$ cat src/rtl/nn_layer_sequencer.sv
// nn_layer_sequencer: per-frame scheduler for the two-layer NN coprocessor.
// Runs hidden layer -> predictor -> output streamer through start/done
// handshakes. It also owns the hRES RAM port select, runs a per-stage
// watchdog, and keeps sticky error / overrun flags plus a completed-frame
// counter.
module nn_layer_sequencer #(
  parameter int TIMEOUT_BITS   = 16,
  parameter int TIMEOUT_CYCLES = 50000,
  parameter int FRAME_CNT_BITS = 8
) (
  input  logic                      clk,
  input  logic                      reset,
  input  logic                      rx_done,
  output logic                      hid_start,
  input  logic                      hid_done,
  output logic                      pred_start,
  input  logic                      pred_done,
  output logic                      tx_start,
  input  logic                      tx_done,
  output logic                      hres_sel,
  output logic                      busy,
  output logic                      err,
  output logic [1:0]                err_stage,
  output logic                      overrun,
  input  logic                      clear_err,
  output logic [FRAME_CNT_BITS-1:0] frame_cnt
);

  typedef enum logic [2:0] {
    IDLE       = 3'd0,
    HID_START  = 3'd1,
    HID_WAIT   = 3'd2,
    PRED_START = 3'd3,
    PRED_WAIT  = 3'd4,
    TX_START   = 3'd5,
    TX_WAIT    = 3'd6,
    ERROR      = 3'd7
  } state_t;

  localparam logic [1:0] STAGE_NONE = 2'd0;
  localparam logic [1:0] STAGE_HID  = 2'd1;
  localparam logic [1:0] STAGE_PRED = 2'd2;
  localparam logic [1:0] STAGE_TX   = 2'd3;

  // Last count value of a WAIT state before the watchdog fires.
  localparam logic [TIMEOUT_BITS-1:0] WD_LAST = TIMEOUT_BITS'(TIMEOUT_CYCLES - 1);

  state_t                    state_q, state_d;
  logic [TIMEOUT_BITS-1:0]   wd_q, wd_d;
  logic                      err_q, err_d;
  logic [1:0]                err_stage_q, err_stage_d;
  logic                      overrun_q, overrun_d;
  logic [FRAME_CNT_BITS-1:0] frame_cnt_q, frame_cnt_d;

  logic       in_wait;
  logic       wd_expired;
  logic       err_set;
  logic [1:0] err_stage_set;
  logic       overrun_set;
  logic       frame_inc;

  assign in_wait    = (state_q == HID_WAIT) || (state_q == PRED_WAIT) || (state_q == TX_WAIT);
  // A zero timeout disables the watchdog entirely.
  assign wd_expired = (TIMEOUT_CYCLES != 0) && (wd_q == WD_LAST);
  // Frames arriving while a sequence is running (or while in ERROR) are dropped.
  assign overrun_set = rx_done && (state_q != IDLE);

  // Next-state decode; done inputs only count in their own WAIT state, and done beats expiry.
  always_comb begin
    state_d       = state_q;
    err_set       = 1'b0;
    err_stage_set = STAGE_NONE;
    frame_inc     = 1'b0;
    case (state_q)
      IDLE: begin
        if (rx_done) begin
          state_d = HID_START;
        end else begin
          state_d = IDLE;
        end
      end
      HID_START: state_d = HID_WAIT;
      HID_WAIT: begin
        if (hid_done) begin
          state_d = PRED_START;
        end else if (wd_expired) begin
          state_d       = ERROR;
          err_set       = 1'b1;
          err_stage_set = STAGE_HID;
        end else begin
          state_d = HID_WAIT;
        end
      end
      PRED_START: state_d = PRED_WAIT;
      PRED_WAIT: begin
        if (pred_done) begin
          state_d = TX_START;
        end else if (wd_expired) begin
          state_d       = ERROR;
          err_set       = 1'b1;
          err_stage_set = STAGE_PRED;
        end else begin
          state_d = PRED_WAIT;
        end
      end
      TX_START: state_d = TX_WAIT;
      TX_WAIT: begin
        if (tx_done) begin
          state_d   = IDLE;
          frame_inc = 1'b1;
        end else if (wd_expired) begin
          state_d       = ERROR;
          err_set       = 1'b1;
          err_stage_set = STAGE_TX;
        end else begin
          state_d = TX_WAIT;
        end
      end
      ERROR: begin
        if (clear_err) begin
          state_d = IDLE;
        end else begin
          state_d = ERROR;
        end
      end
      default: state_d = IDLE;
    endcase
  end

  // Watchdog counts cycles spent in a WAIT state; any other state zeroes it so each WAIT starts at 0.
  always_comb begin
    wd_d = '0;
    if (in_wait) begin
      wd_d = wd_q + {{(TIMEOUT_BITS-1){1'b0}}, 1'b1};
    end else begin
      wd_d = '0;
    end
  end

  // Sticky flags: clear_err clears them, but a set in the same cycle takes priority.
  always_comb begin
    err_d       = err_q;
    err_stage_d = err_stage_q;
    overrun_d   = overrun_q;
    if (clear_err) begin
      err_d       = 1'b0;
      err_stage_d = STAGE_NONE;
      overrun_d   = 1'b0;
    end else begin
      err_d       = err_q;
      err_stage_d = err_stage_q;
      overrun_d   = overrun_q;
    end
    if (err_set) begin
      err_d       = 1'b1;
      err_stage_d = err_stage_set;
    end else begin
      err_d       = err_d;
      err_stage_d = err_stage_d;
    end
    if (overrun_set) begin
      overrun_d = 1'b1;
    end else begin
      overrun_d = overrun_d;
    end
  end

  // Completed-frame counter, wrapping naturally at its width.
  always_comb begin
    frame_cnt_d = frame_cnt_q;
    if (frame_inc) begin
      frame_cnt_d = frame_cnt_q + {{(FRAME_CNT_BITS-1){1'b0}}, 1'b1};
    end else begin
      frame_cnt_d = frame_cnt_q;
    end
  end

  // State and status registers with synchronous reset.
  always_ff @(posedge clk) begin
    if (reset) begin
      state_q     <= IDLE;
      wd_q        <= '0;
      err_q       <= 1'b0;
      err_stage_q <= STAGE_NONE;
      overrun_q   <= 1'b0;
      frame_cnt_q <= '0;
    end else begin
      state_q     <= state_d;
      wd_q        <= wd_d;
      err_q       <= err_d;
      err_stage_q <= err_stage_d;
      overrun_q   <= overrun_d;
      frame_cnt_q <= frame_cnt_d;
    end
  end

  // All outputs come straight from registers; no input reaches an output combinationally.
  assign hid_start  = (state_q == HID_START);
  assign pred_start = (state_q == PRED_START);
  assign tx_start   = (state_q == TX_START);
  assign hres_sel   = (state_q == PRED_START) || (state_q == PRED_WAIT);
  assign busy       = (state_q != IDLE) && (state_q != ERROR);
  assign err        = err_q;
  assign err_stage  = err_stage_q;
  assign overrun    = overrun_q;
  assign frame_cnt  = frame_cnt_q;

endmodule
$ cat config.mk
export PLATFORM = sky130hd
export DESIGN_NAME = nn_layer_sequencer
export DESIGN_NICKNAME = d
export VERILOG_FILES = /design/src/rtl/nn_layer_sequencer.sv
export SDC_FILE = /design/constraint.sdc
export NUM_CORES = 1
export LEC_CHECK = 0
export BUFFER_PORTS_ARGS = -buffer_cell sky130_fd_sc_hd__buf_4
export CORE_MARGIN = 1
export CORE_UTILIZATION = 45
export DETAILED_ROUTE_END_ITERATION = 7
export MAX_ROUTING_LAYER = met4
export PLACE_DENSITY = 0.71
export RECOVER_POWER = 25
export SYNTH_ARGS = -nofsm -noshare
export SYNTH_HDL_FRONTEND = slang
export SYNTH_SLANG_ARGS = --single-unit
export TNS_END_PERCENT = 1
$ cat constraint.sdc
create_clock -name clk -period 1.95 [get_ports clk]
set_input_delay 0.0975 -clock clk [delete_from_list [all_inputs] [get_ports clk]]
set_output_delay 0.0975 -clock clk [all_outputs]
set_load 0.03 [all_outputs]
After elaboration in Yosys (flattened, before gate mapping)
Cells that the tools add are included.
- bits in registers: 31
- word-level logic and storage cells: 56
- output and inout bits: 17
- bits of input ports: 7
- bitwise logic cells: 1
- muxes and demuxes: 28
- equal/unequal tests: 9
- add/sub/neg operators: 2
- reductions and logical operators: 10
- operator list (operator ; count):
    $pmux 3 s8 ; 1
    $add 16x1->16 const B ; 1
    $eq 16x16->1 const B ; 1
    $mux 2 ; 8
    $mux 1 ; 13
    $eq 3x3->1 const B ; 4
    $mux 3 ; 4
    $add 8x1->8 const B ; 1
    $eq 3x2->1 const B ; 2
    $pmux 2 s3 ; 1
    $reduce_bool 2->1 ; 2
    $eq 3x1->1 const B ; 1
    $logic_not 3->1 ; 1
    $logic_or 1x1->1 ; 3
    $ne 3x3->1 const B ; 1
    $pmux 1 s3 ; 1
    $reduce_bool 3->1 ; 1
    $logic_and 1x1->1 ; 2
    $reduce_or 2->1 ; 1
    $not 1->1 ; 1

Logic depth before layout (Yosys ltp)
- word-level depth: 5
- gate-level depth with buffers: 6
- gate-level depth less buffers: 5

Worst setup path after synthesis
Ideal clock, no wire load.
- path type: flip-flop to output port
- start: reg state_q[0]
- end: out hres_sel
- slack: 0.429 ns
- data arrival time: 1.423 ns
- cell stages (with the launch flop): 5
- path buffers: 1
- path through: dfxtp_1 -> clkbuf_1 -> nand2_1 -> nor2_1 -> a21o_1
- cells in the longest elaborated chain, start to end: 2
- elaborated cells between the ends (all ways): 3
- ends and longest elaborated chain (item ; line ; RTL):
    from (decl) ; 48 ; state_t state_q, state_d;
    from (signal assigned) ; 188 ; state_q <= state_d;
    $eq 3x2->1 ; -- ;
    named net pred_start ; 16 ; output logic pred_start,
    $logic_or 1x1->1 ; 201 ; assign hres_sel = (state_q == PRED_START) || (state_q == PRED_WAIT);
    to (decl) ; 20 ; output logic hres_sel,
The timed path passes the listed nets, and every way through them passes these cells.

Worst setup path after layout
- start: reg state_q[1]
- end: out busy
- cells in the longest elaborated chain, start to end: 2
- elaborated cells between the ends (all ways): 3
- ends and longest elaborated chain (item ; line ; RTL):
    $ne 3x3->1 / $reduce_bool 3->1 (equally long branches) ; 202 ; assign busy = (state_q != IDLE) && (state_q != ERROR);
    $logic_and 1x1->1 * ; 202 ;
    to (decl) ; 21 ; output logic busy,
Every way passes the cells marked *; elsewhere a longest branch is shown, timed or not.

==> metrics.txt <==
status finished clean; Peak supply drop 483.7 µV; count leader, synth dfxtp_1; Multi-input gate area 862.1 µm²; unrepaired setup endpoints after global routing false; largest net degree at the start of global routing 17; Pwr Density 588.9 nW/µm²; Final period util 91.69%; vias in the first global route 1,095; clock slew at reported path FFs 100 ps; Tmin final 1788 ps; Netlist cell types between 40 and 50; synth top area cells dfxtp_1, nor2_1, xnor2_1; Reg2Reg Depth 5; share of layout cells above drive strength 1 13.40%; Hold Path Depth 3; Antenna Nets Post-Route 0; die width a little over 60 µm; CTS Hold Bufs 0; drt total wl 3157 µm; layout filler cell count 350; slew margin rel. 53.50%; GRT overflow 0; top_reg_cell synth dfxtp_1; first-pass GRT wire length 4678 µm; initial antenna violation count 0; post-CTS sizing 0; First-pass DRT Iterations 4; DR iter-0 viols just over 80; GP Congestion around 0.95; max_cap viols 0; register area 620.6 µm²; Initial Util 46.98%; Hold Path Class in2reg; TritonCTS clock tree built; Final setup viols 0; Post-Syn Area per Cell 8.520 µm²; Final Skew 11.45 ps; Yosys reg bits 31; Hold Violations, Final 0; # IOs 24; Crit. End Element output pin; Non-Filler Instances 255; die area 3724 µm²; Final Power ~1.0 mW; fmax 0.5593 GHz; share of the synthesized area in the top cell type 39.58%; Setup Crit Path Kind reg2out; Worst-Margin Slew between 600 and 700 ps; Antenna diodes 0; row count 21; Detailed Place HPWL roughly 2400 µm; Num CTS Buffers 5; startpoint types flop; total core area 3337 µm²; Yosys warnings 0; sequential fraction of the synthesis area 39.58%; syn nets 193; Slew Viols, Final 0; EDFF count, synth 0; DRC 0; Clock Path Buffers 2; final core occ 53.13%; Tot GR Track Use 17.82%; DIE HEIGHT 61.03 µm; dpl cells 247; postcts setup bufs 0; Worst-Skew Late Latency approximately 330 ps; final net count 217; Static Leak approximately 0.65 nW; Final TNS setup 0 ps; worst-path maximum fanout 14; synthesized area approximately 1600 µm²; Mapped Cells approximately 180; H-tree Lvls 2; Arr. time, crit path around 1700 ps; Via density ~5.4; top cells by count, synth dfxtp_1, nor2_1, nand2_1; Vias ~1,400; fraction of registers with async set/reset 0%; post-synth top area cell dfxtp_1; total clock sinks 31; critical path data required time between 1500 and 2000 ps; clk root buf clkbuf_4; drt wl/cell 12.38 µm; Layout area overhead 13.09%; PortBufs 23
-- placed cells by master (no fill, tap or decap), types with 5 or more instances in the layout --
cell type and n:
xor2_1 7, a21oi_1 7, dfxtp_1 31, nor2_1 26
clkbuf_4 5, nand4_1 5, nand2_1 14, buf_4 13
inv_1 10, clkbuf_1 12, and3_1 5, nor3_1 6
xnor2_1 11, nand3_1 6
-- path summary, 6_finish.rpt --
| path | to | slack, ps | start |
|---|---|---|---|
| worst max-delay path | busy | 160 | state_q[1] |
| worst min-delay path | overrun | 40 | rx_done |
| worst max register to register | wd_q[14] | 370 | wd_q[0] |
| worst min register to register | overrun | 480 | overrun |
-- state kept, by name, indices dropped and copies added (netlist names) --
register	cells
overrun	1
err	1
state_q	3
err_stage	2
frame_cnt	8
wd_q	16
-- kinds of logic after synthesis --
family / after synthesis / share of synthesized area [%]
buffers and inverters: 18 / 5.427
DFF: 31 / 39.59
and+or+nand+nor: 88 / 31.68
adders and majority gates: 2 / 1.596
xor gates and xnor gates: 18 / 10.06
AOI/OAI and AO/OA: 26 / 11.01
muxes: 1 / 0.6385
-- cell type report --
cell class / instances / area share [%]
clock buffer: 5 / 2.117
clock inverter: 3 / 0.8469
inverter: 10 / 2.117
multi-input combinational: 135 / 48.62
sequential: 31 / 35.00
tap: 46 / 3.246
timing repair buffer: 25 / 8.045
-- worst max-delay path: stages, from the launching register on --
cell	delay (ps)
dfxtp_1	450
nor3_1	630
a21oi_1	90
buf_4	200
-- metrics by stage --
step / hold slack (ps) / setup slack, ps / cell area, µm²
after floorplan: 246.9 / 429.2 / 1568
after global placement: 371.8 / 437.6 / 1765
after detailed placement: 375.5 / 378.8 / 1765
after CTS: 31.17 / 175.1 / 1818
after global routing: 18.99 / 60.40 / 1773
final: 41.02 / 162.1 / 1773
-- power breakdown --
group | leakage (nW) | internal [mW] | total (mW) | switching (mW)
Clock | 0.0347 | 0.134 | 0.349 | 0.215
Sequential | 0.250 | 0.635 | 0.641 | 0.00600
Combinational | 0.369 | 0.0221 | 0.0536 | 0.0315
-- layer usage --
| layer | vias up | track usage (%) | routed length (µm) |
|---|---|---|---|
| li1 | 692 | - | - |
| met1 | 652 | 21.15 | 1433 |
| met2 | 26 | 28.42 | 1578 |
| met3 | 4 | 5.042 | 113 |
| met4 | 0 | 7.143 | 31 |
| met5 | - | - | 0 |
No activity file was read; power rests on OpenSTA's default activity.
